<file path="src/rtl/rvc_asap_5pl_cr_mem.sv">
// rvc_asap_5pl_cr_mem
// Memory-mapped control-register block for the 5-stage core. It decodes a
// 256-byte window at CR_BASE on the D_MEM request bus. Behind that window are
// the seven-segment and LED drive registers, the synchronized switches, the
// debounced push-buttons with sticky rising-edge events, and a free-running
// cycle counter.
//
// Ports
//   Clock, Rst         : single rising-edge clock, synchronous active-high reset
//   AluOut             : byte address of the request (Q103H)
//   RegRdData2         : write data (Q103H)
//   CtrlDMemByteEn     : per-byte write enables (Q103H)
//   CtrlDMemWrEn       : write request (Q103H)
//   SelDMemWb          : read request (Q103H)
//   CrMemRdDataQ104H   : registered read data, one cycle after the request
//   Button_0/Button_1  : raw asynchronous push-buttons (active-high)
//   Switch             : raw asynchronous slide switches
//   SEG7_0..SEG7_5     : seven-segment drive (active-low, bit 7 = DP)
//   LED                : LED drive (active-high)
//
// Register map (word offsets; unaligned or unlisted offsets read 0 and ignore writes)
//   0x00-0x14 SEG7_0..5 RW, 0x18 LED RW, 0x1C BTN RO, 0x20 SWITCH RO,
//   0x24 BTN_EVENT RW1C, 0x28 CYCLE RO
module rvc_asap_5pl_cr_mem #(
  parameter logic [31:0] CR_BASE         = 32'h00FC_0000,
  parameter int unsigned DEBOUNCE_CYCLES = 16
) (
  input  logic        Clock,
  input  logic        Rst,
  input  logic [31:0] AluOut,
  input  logic [31:0] RegRdData2,
  input  logic [3:0]  CtrlDMemByteEn,
  input  logic        CtrlDMemWrEn,
  input  logic        SelDMemWb,
  output logic [31:0] CrMemRdDataQ104H,
  input  logic        Button_0,
  input  logic        Button_1,
  input  logic [9:0]  Switch,
  output logic [7:0]  SEG7_0,
  output logic [7:0]  SEG7_1,
  output logic [7:0]  SEG7_2,
  output logic [7:0]  SEG7_3,
  output logic [7:0]  SEG7_4,
  output logic [7:0]  SEG7_5,
  output logic [9:0]  LED
);

  localparam logic [5:0]  IDX_LED  = 6'd6;
  localparam logic [5:0]  IDX_BTN  = 6'd7;
  localparam logic [5:0]  IDX_SW   = 6'd8;
  localparam logic [5:0]  IDX_EVT  = 6'd9;
  localparam logic [5:0]  IDX_CYC  = 6'd10;
  // Debounced level flips on the cycle the counter has reached this value.
  localparam logic [15:0] CNT_LAST = 16'(DEBOUNCE_CYCLES - 1);

  // ---------------------------------------------------------------------------
  // Address decode
  // ---------------------------------------------------------------------------
  logic       hit;
  logic       aligned;
  logic [5:0] idx;
  logic       wr_go;
  logic       rd_go;

  assign hit     = (AluOut[31:8] == CR_BASE[31:8]);
  assign aligned = (AluOut[1:0] == 2'b00);
  assign idx     = AluOut[7:2];
  assign wr_go   = hit && aligned && CtrlDMemWrEn;
  assign rd_go   = hit && aligned && SelDMemWb;

  // Upper write-data bits and byte enables 3:2 address no stored bits.
  logic unused_wdata;
  assign unused_wdata = ^{RegRdData2[31:10], CtrlDMemByteEn[3:2]};

  // ---------------------------------------------------------------------------
  // Seven-segment registers (byte 0 only, reset to all segments off)
  // ---------------------------------------------------------------------------
  logic [47:0] seg_bus;

  genvar gi;
  generate
    for (gi = 0; gi < 6; gi++) begin : g_seg
      logic [7:0] seg_q;
      logic [7:0] seg_d;

      always_comb begin
        seg_d = seg_q;
        if (wr_go && (idx == 6'(gi)) && CtrlDMemByteEn[0]) begin
          seg_d = RegRdData2[7:0];
        end
      end

      always_ff @(posedge Clock) begin
        if (Rst) begin
          seg_q <= 8'hFF;
        end else begin
          seg_q <= seg_d;
        end
      end

      assign seg_bus[gi*8 +: 8] = seg_q;
    end
  endgenerate

  assign SEG7_0 = seg_bus[7:0];
  assign SEG7_1 = seg_bus[15:8];
  assign SEG7_2 = seg_bus[23:16];
  assign SEG7_3 = seg_bus[31:24];
  assign SEG7_4 = seg_bus[39:32];
  assign SEG7_5 = seg_bus[47:40];

  // ---------------------------------------------------------------------------
  // Buttons: 2-flop synchronizer followed by a consecutive-cycle debouncer
  // ---------------------------------------------------------------------------
  logic [1:0] btn_raw;
  logic [1:0] btn_deb;

  assign btn_raw = {Button_1, Button_0};

  generate
    for (gi = 0; gi < 2; gi++) begin : g_btn
      logic        sync1_q, sync1_d;
      logic        sync2_q, sync2_d;
      logic        deb_q, deb_d;
      logic [15:0] cnt_q, cnt_d;

      always_comb begin
        sync1_d = btn_raw[gi];
        sync2_d = sync1_q;
        deb_d   = deb_q;
        cnt_d   = '0;
        // Any cycle in agreement restarts the count, so only an unbroken run
        // of DEBOUNCE_CYCLES disagreeing cycles moves the debounced level.
        if (sync2_q != deb_q) begin
          if (cnt_q == CNT_LAST) begin
            deb_d = sync2_q;
          end else begin
            cnt_d = cnt_q + 16'd1;
          end
        end
      end

      always_ff @(posedge Clock) begin
        if (Rst) begin
          sync1_q <= 1'b0;
          sync2_q <= 1'b0;
          deb_q   <= 1'b0;
          cnt_q   <= '0;
        end else begin
          sync1_q <= sync1_d;
          sync2_q <= sync2_d;
          deb_q   <= deb_d;
          cnt_q   <= cnt_d;
        end
      end

      assign btn_deb[gi] = deb_q;
    end
  endgenerate

  // ---------------------------------------------------------------------------
  // Switch synchronizer, LED, button events, cycle counter, read data
  // ---------------------------------------------------------------------------
  logic [9:0]  sw_s1_q, sw_s1_d;
  logic [9:0]  sw_s2_q, sw_s2_d;
  logic [9:0]  led_q, led_d;
  logic [1:0]  evt_q, evt_d;
  logic [1:0]  deb_prev_q, deb_prev_d;
  logic [31:0] cycle_q, cycle_d;
  logic [31:0] rd_q, rd_d;
  logic [1:0]  evt_clr;
  logic [1:0]  btn_rise;

  always_comb begin
    sw_s1_d = Switch;
    sw_s2_d = sw_s1_q;

    led_d = led_q;
    if (wr_go && (idx == IDX_LED)) begin
      if (CtrlDMemByteEn[0]) led_d[7:0] = RegRdData2[7:0];
      if (CtrlDMemByteEn[1]) led_d[9:8] = RegRdData2[9:8];
    end

    // A rising edge arriving in the same cycle as a clear keeps the bit set.
    evt_clr    = (wr_go && (idx == IDX_EVT) && CtrlDMemByteEn[0]) ? RegRdData2[1:0] : 2'b00;
    btn_rise   = btn_deb & ~deb_prev_q;
    deb_prev_d = btn_deb;
    evt_d      = (evt_q & ~evt_clr) | btn_rise;

    cycle_d = cycle_q + 32'd1;

    // Read path samples the current (pre-write) register contents.
    rd_d = '0;
    if (rd_go) begin
      case (idx)
        6'd0:    rd_d = {24'h0, seg_bus[7:0]};
        6'd1:    rd_d = {24'h0, seg_bus[15:8]};
        6'd2:    rd_d = {24'h0, seg_bus[23:16]};
        6'd3:    rd_d = {24'h0, seg_bus[31:24]};
        6'd4:    rd_d = {24'h0, seg_bus[39:32]};
        6'd5:    rd_d = {24'h0, seg_bus[47:40]};
        IDX_LED: rd_d = {22'h0, led_q};
        IDX_BTN: rd_d = {30'h0, btn_deb};
        IDX_SW:  rd_d = {22'h0, sw_s2_q};
        IDX_EVT: rd_d = {30'h0, evt_q};
        IDX_CYC: rd_d = cycle_q;
        default: rd_d = '0;
      endcase
    end
  end

  always_ff @(posedge Clock) begin
    if (Rst) begin
      sw_s1_q    <= '0;
      sw_s2_q    <= '0;
      led_q      <= '0;
      evt_q      <= '0;
      deb_prev_q <= '0;
      cycle_q    <= '0;
      rd_q       <= '0;
    end else begin
      sw_s1_q    <= sw_s1_d;
      sw_s2_q    <= sw_s2_d;
      led_q      <= led_d;
      evt_q      <= evt_d;
      deb_prev_q <= deb_prev_d;
      cycle_q    <= cycle_d;
      rd_q       <= rd_d;
    end
  end

  assign LED              = led_q;
  assign CrMemRdDataQ104H = rd_q;

endmodule

</file>
<file path="config.mk">
export PLATFORM = sky130hd
export DESIGN_NAME = rvc_asap_5pl_cr_mem
export DESIGN_NICKNAME = d
export VERILOG_FILES = /design/src/rtl/rvc_asap_5pl_cr_mem.sv
export SDC_FILE = /design/constraint.sdc
export NUM_CORES = 1
export LEC_CHECK = 0
export ABC_AREA = 0
export CAP_MARGIN = 15
export CORE_MARGIN = 10
export CORE_UTILIZATION = 42
export CTS_CLUSTER_DIAMETER = 150
export CTS_CLUSTER_SIZE = 10
export DETAILED_ROUTE_END_ITERATION = 7
export PLACE_DENSITY = 0.69
export SYNTH_ARGS = -nofsm -noshare
export SYNTH_HDL_FRONTEND = slang
export SYNTH_SLANG_ARGS = --single-unit
</file>
<file path="constraint.sdc">
create_clock -name Clock -period 3.3 [get_ports Clock]
set_input_delay 0.66 -clock Clock [delete_from_list [all_inputs] [get_ports Clock]]
set_output_delay 0.66 -clock Clock [all_outputs]
set_load 0.05 [all_outputs]
</file>
# After elaboration in Yosys (flattened, before gate mapping)
# Cells that the tools add are included.
[totals]
regBits = 184
in_bits = 84
elab_cells = 77
[op_classes]
add_sub_neg = 3
eq_ne = 15
muxes = 2
bitwise_logic = 8
n_reduce_logical = 27
[ops]
columns = ["cell", "n"]
rows = [
  ["$pmux 32 s11", 1],
  ["$add 16x1->16 const B", 2],
  ["$add 32x1->32 const B", 1],
  ["$eq 16x4->1 const B", 2],
  ["$eq 24x16->1 const B", 1],
  ["$eq 6x3->1 const B", 4],
  ["$eq 6x4->1 const B", 3],
  ["$logic_and 1x1->1", 18],
  ["$eq 6x2->1 const B", 2],
  ["$reduce_and 2->1", 4],
  ["$eq 6x1->1 const B", 1],
  ["$logic_not 6->1", 1],
  ["$reduce_or 3->1", 2],
  ["$and 2x2->2", 2],
  ["$not 2->2", 2],
  ["$not 1->1", 3],
  ["$logic_not 2->1", 1],
  ["$mux 2", 1],
  ["$ne 1x1->1", 2],
  ["$or 2x2->2", 1],
  ["$reduce_or 2->1", 1],
]

# Longest topological paths before layout
[logic_depth]
depth_word = 9
ltp_mapped = 7

# Least setup slack after synthesis
# No wires, ideal clock.
[synth_path]
path_type = "input to register"
startpoint = "input port AluOut[26]"
endpoint = "register g_seg[0].seg_q[0], in the netlist SEG7_0[0]"
setup_ns = 0.072
arrival_ns = 2.469
t_required_ns = 3.228
setup_slack_ns = 0.759
path_stages = 5
path_buffers = 1
path_cell_list = "or4_4 -> or4_4 -> buf_6 -> nor3_4 -> mux2i_1"
[synth_via]
elab_chain_cells = 5
[synth_rtl]
columns = ["item", "line_no", "rtl"]
rows = [
  ["start, declared", "30", "input logic [31:0] AluOut,"],
  ["$eq 24x16->1", "65", "assign hit = (AluOut[31:8] == CR_BASE[31:8]);"],
  ["$logic_and 1x1->1 (2 in series)", "68", "assign wr_go = hit && aligned && CtrlDMemWrEn;"],
  ["$logic_and 1x1->1 (2 in series)", "88", "if (wr_go && (idx == 6'(gi)) && CtrlDMemByteEn[0]) begin"],
  ["end signal, assigned", "97", "seg_q <= seg_d;"],
  ["end, declared", "83", "logic [7:0] seg_q;"],
]
# No other way between the ends.
# A chain may end at the register's enable or synchronous reset.

# Worst setup path after layout
[layout_path]
startpoint = "input port AluOut[26]"
endpoint = "register rd_q[5], in the netlist CrMemRdDataQ104H[5]"
[layout_via]
elab_chain_cells = 5
[layout_rtl]
columns = ["item", "line_no", "rtl"]
rows = [
  ["$eq 24x16->1", "65", ""],
  ["$logic_and 1x1->1 (2 in series)", "69", "assign rd_go = hit && aligned && SelDMemWb;"],
  ["$not 1->1 (no source line)", "--", ""],
  ["$reduce_or 2->1 (no source line)", "--", ""],
  ["end signal, assigned", "228", "rd_q <= rd_d;"],
  ["end, declared", "170", "logic [31:0] rd_q, rd_d;"],
]
# No other way between the ends.

==> metrics.cfg <==
[finish]
antenna_cells_inserted=0
areaGrowthSynthToFinish_pct=31.4
instances_no_fill=1180
final_util_pct=56.7
nets=1030
nFillCells=1587
drive_above_1_share_pct=7.23

[critical_path]
crit_path_max_incr_delay_ps=640
crit_required_ps=3640
r2r_cells=5
crit_arrival_ps=2980
cpMostUsedCell=or3_1
cp-end-kind=register
path_class=input port to register
crit_slowest_cell=or3_1
crit_chain=clkdlybuf4s50_1, or4_4, or3_1, or3_1, a31oi_1
start_kind=input port
crit_fanout=13

[sta]
setup_ws_ps=661
setup_violations=0
rsz0062_at_grt=false
period_needed_ps=2640
tightest_slew_ps=831
clock_skew_ps=6.03
slew_headroom_pct=44.6
setup_tns_ps=0
hold_viol=0
maxSlewViolCount=0
fmax_mhz=379
finalCritPeriodShare_pct=80.0

[floorplanning]
io_pins=174
die_h_um=154
placementRows=48
core-area_um2=17400
dieArea_um2=23600
initial_core_util_pct=43.1
die_x_um=154

[synth]
synth_cells=791
yosysWarnings=0
ys_types=47
synth_edf_count=0
ys_ff_latch=184
synth_area_leaders=dfxtp_1, mux2i_1, nor2_1
syn_avg_cell_area_um2=9.49
synth_area_um2=7510
synth_top_cell_area_share_pct=49.1
async_flop_share_pct=0
yosysTopAreaCell=dfxtp_1
ys_seq_area_share_pct=49.1
synth_nets=878
synthFlopType=dfxtp_1

[power_and_ir_drop]
worst_ir_drop_vdd_v=0.000317
fin_total_pwr_mw=4.31
powerDensity_nw_per_um2=437
p_leak_nw=3.63

[run]
cap_violations=0

[place]
dp.cells=1149
io_buffers=149
dp_slack_ps=242
gp_congestion=0.830
dp.final_hpwl_mm=14.8

[detailed_routing]
firstDrtPassIters=5
drt-total-wl_mm=20.6
avgViaCountPerCell=5.28
postRouteAntennaNets=0
vias=6228
wl_per_cell_um=17.5
drcViolationCount=0
drt_iter0_markers=451

[cts]
post_cts_buffers=0
clk_path_buf_depth=2
tritoncts=done
cts.sinks=184
ctsRootBufferMaster=clkbuf_16
clk_pin_slew_ps=60
cts-resized-gates=0
clk_latency_ps=430
cts_buffers=17
htree_levels=4
hold_buffers=0

[outcome]
status=complete, no violations

[grt]
grt_use_total_pct=16.8
grt_pass1_vias=6015
grt_pass1_wl_mm=32.3
antenna_found_initial=0
grt_max_degree=80
gr-total-overflow=0

[hold_path]
hold_path_depth=1
worst_hold_path_type=register to register

-- sequential cells by signal (all words and copies together) (netlist names) --
signal and cells:
CrMemRdDataQ104H 32, cycle_q 32, g_btn.cnt_q 32, LED 10, sw_s1_q 10, sw_s2_q 10
SEG7_0 8, SEG7_1 8, SEG7_2 8, SEG7_3 8, SEG7_4 8, SEG7_5 8
deb_prev_q 2, evt_q 2, g_btn.deb_q 2, g_btn.sync1_q 2, g_btn.sync2_q 2
-- cells in the mapped netlist, drive strengths merged, types with 23 or more instances --
cell type  number
nand4          29
a21oi          30
and2           25
dfxtp         184
xnor2          33
nor2b          34
nor4           23
nand2          28
nand3          25
clkbuf         36
nor2          112
mux2i          68
-- critical path, delay by kind of cell --
family | cells | cell delay (ps)
AO/OA/AOI/OAI | 1 | 250
AND/OR/NAND/NOR | 3 | 1680
buffers and inverters | 1 | 390
-- layout by cell type, fill, tap and decap left out, types with 5 or more instances in the layout --
| master | count |
|---|---|
| dfxtp_1 | 184 |
| clkdlybuf4s50_1 | 148 |
| nor2_1 | 112 |
| mux2i_1 | 68 |
| nor2b_1 | 34 |
| xnor2_1 | 33 |
| a21oi_1 | 30 |
| nand2_1 | 28 |
| nand4_1 | 28 |
| buf_4 | 28 |
| nand3_1 | 25 |
| and2_1 | 24 |
| nor4_1 | 20 |
| clkbuf_16 | 17 |
| nor3_1 | 16 |
| a22oi_1 | 16 |
| o31ai_1 | 15 |
| o2bb2ai_1 | 13 |
| or3_1 | 11 |
| inv_1 | 11 |
| o21ai_0 | 11 |
| xor2_1 | 10 |
| or4_1 | 9 |
| and3_1 | 6 |
| a31oi_1 | 5 |
-- per-layer routing --
| metal | part of all wire [%] | global-route usage (%) | vias up |
|---|---|---|---|
| li1 | - | - | 3114 |
| met1 | 44 | 20.7 | 2939 |
| met2 | 47 | 26.5 | 154 |
| met3 | 7.3 | 6.42 | 21 |
| met4 | 1.6 | 5.80 | 0 |
| met5 | 0 | 0 | - |
-- power by group --
group / internal (mW) / total [mW] / switching, mW
Combinational: 0.105 / 0.208 / 0.102
Clock: 1.03 / 1.86 / 0.824
Sequential: 2.24 / 2.25 / 0.0101
-- cell type report --
| type | count | area [um2] | area share (%) |
|---|---|---|---|
| Sequential cell | 184 | 3680 | 37.3 |
| Multi-Input combinational cell | 553 | 3630 | 36.8 |
| Timing Repair Buffer | 176 | 1690 | 17.1 |
| Clock buffer | 24 | 492 | 4.98 |
| Tap cell | 225 | 282 | 2.85 |
| Clock inverter | 7 | 45.0 | 0.457 |
| Inverter | 11 | 41.3 | 0.418 |
-- stage by stage --
step	cell area [um2]	hold WS (ps)
after floorplan	7510	414
after global placement	9330	420
after detailed placement	9330	420
after CTS	9870	435
after global routing	9870	451
final	9870	435
-- cell families (layout without fill, tap and decap cells) --
kind of cell	count (synthesis)	after routing	share of synthesized area, %
flops	184	184	49.1
compound gates	95	95	8.38
simple gates	341	341	24.4
xor+xnor	43	43	5.01
buf+inv	54	218	2.83
fa+ha+maj	3	3	0.500
mux	71	71	9.81
-- worst paths after layout --
kind                              start                              to  slack [ps]
setup / recovery             AluOut[26]  CrMemRdDataQ104H[5]$_SDFF_PP0_         660
hold / removal    sw_s1_q[4]$_SDFF_PP0_           sw_s2_q[4]$_SDFF_PP0_         440
setup reg to reg  cycle_q[0]$_SDFF_PP0_          cycle_q[24]$_SDFF_PP0_         870
hold reg to reg   sw_s1_q[4]$_SDFF_PP0_           sw_s2_q[4]$_SDFF_PP0_         440
(Power assumes the default switching activity.)
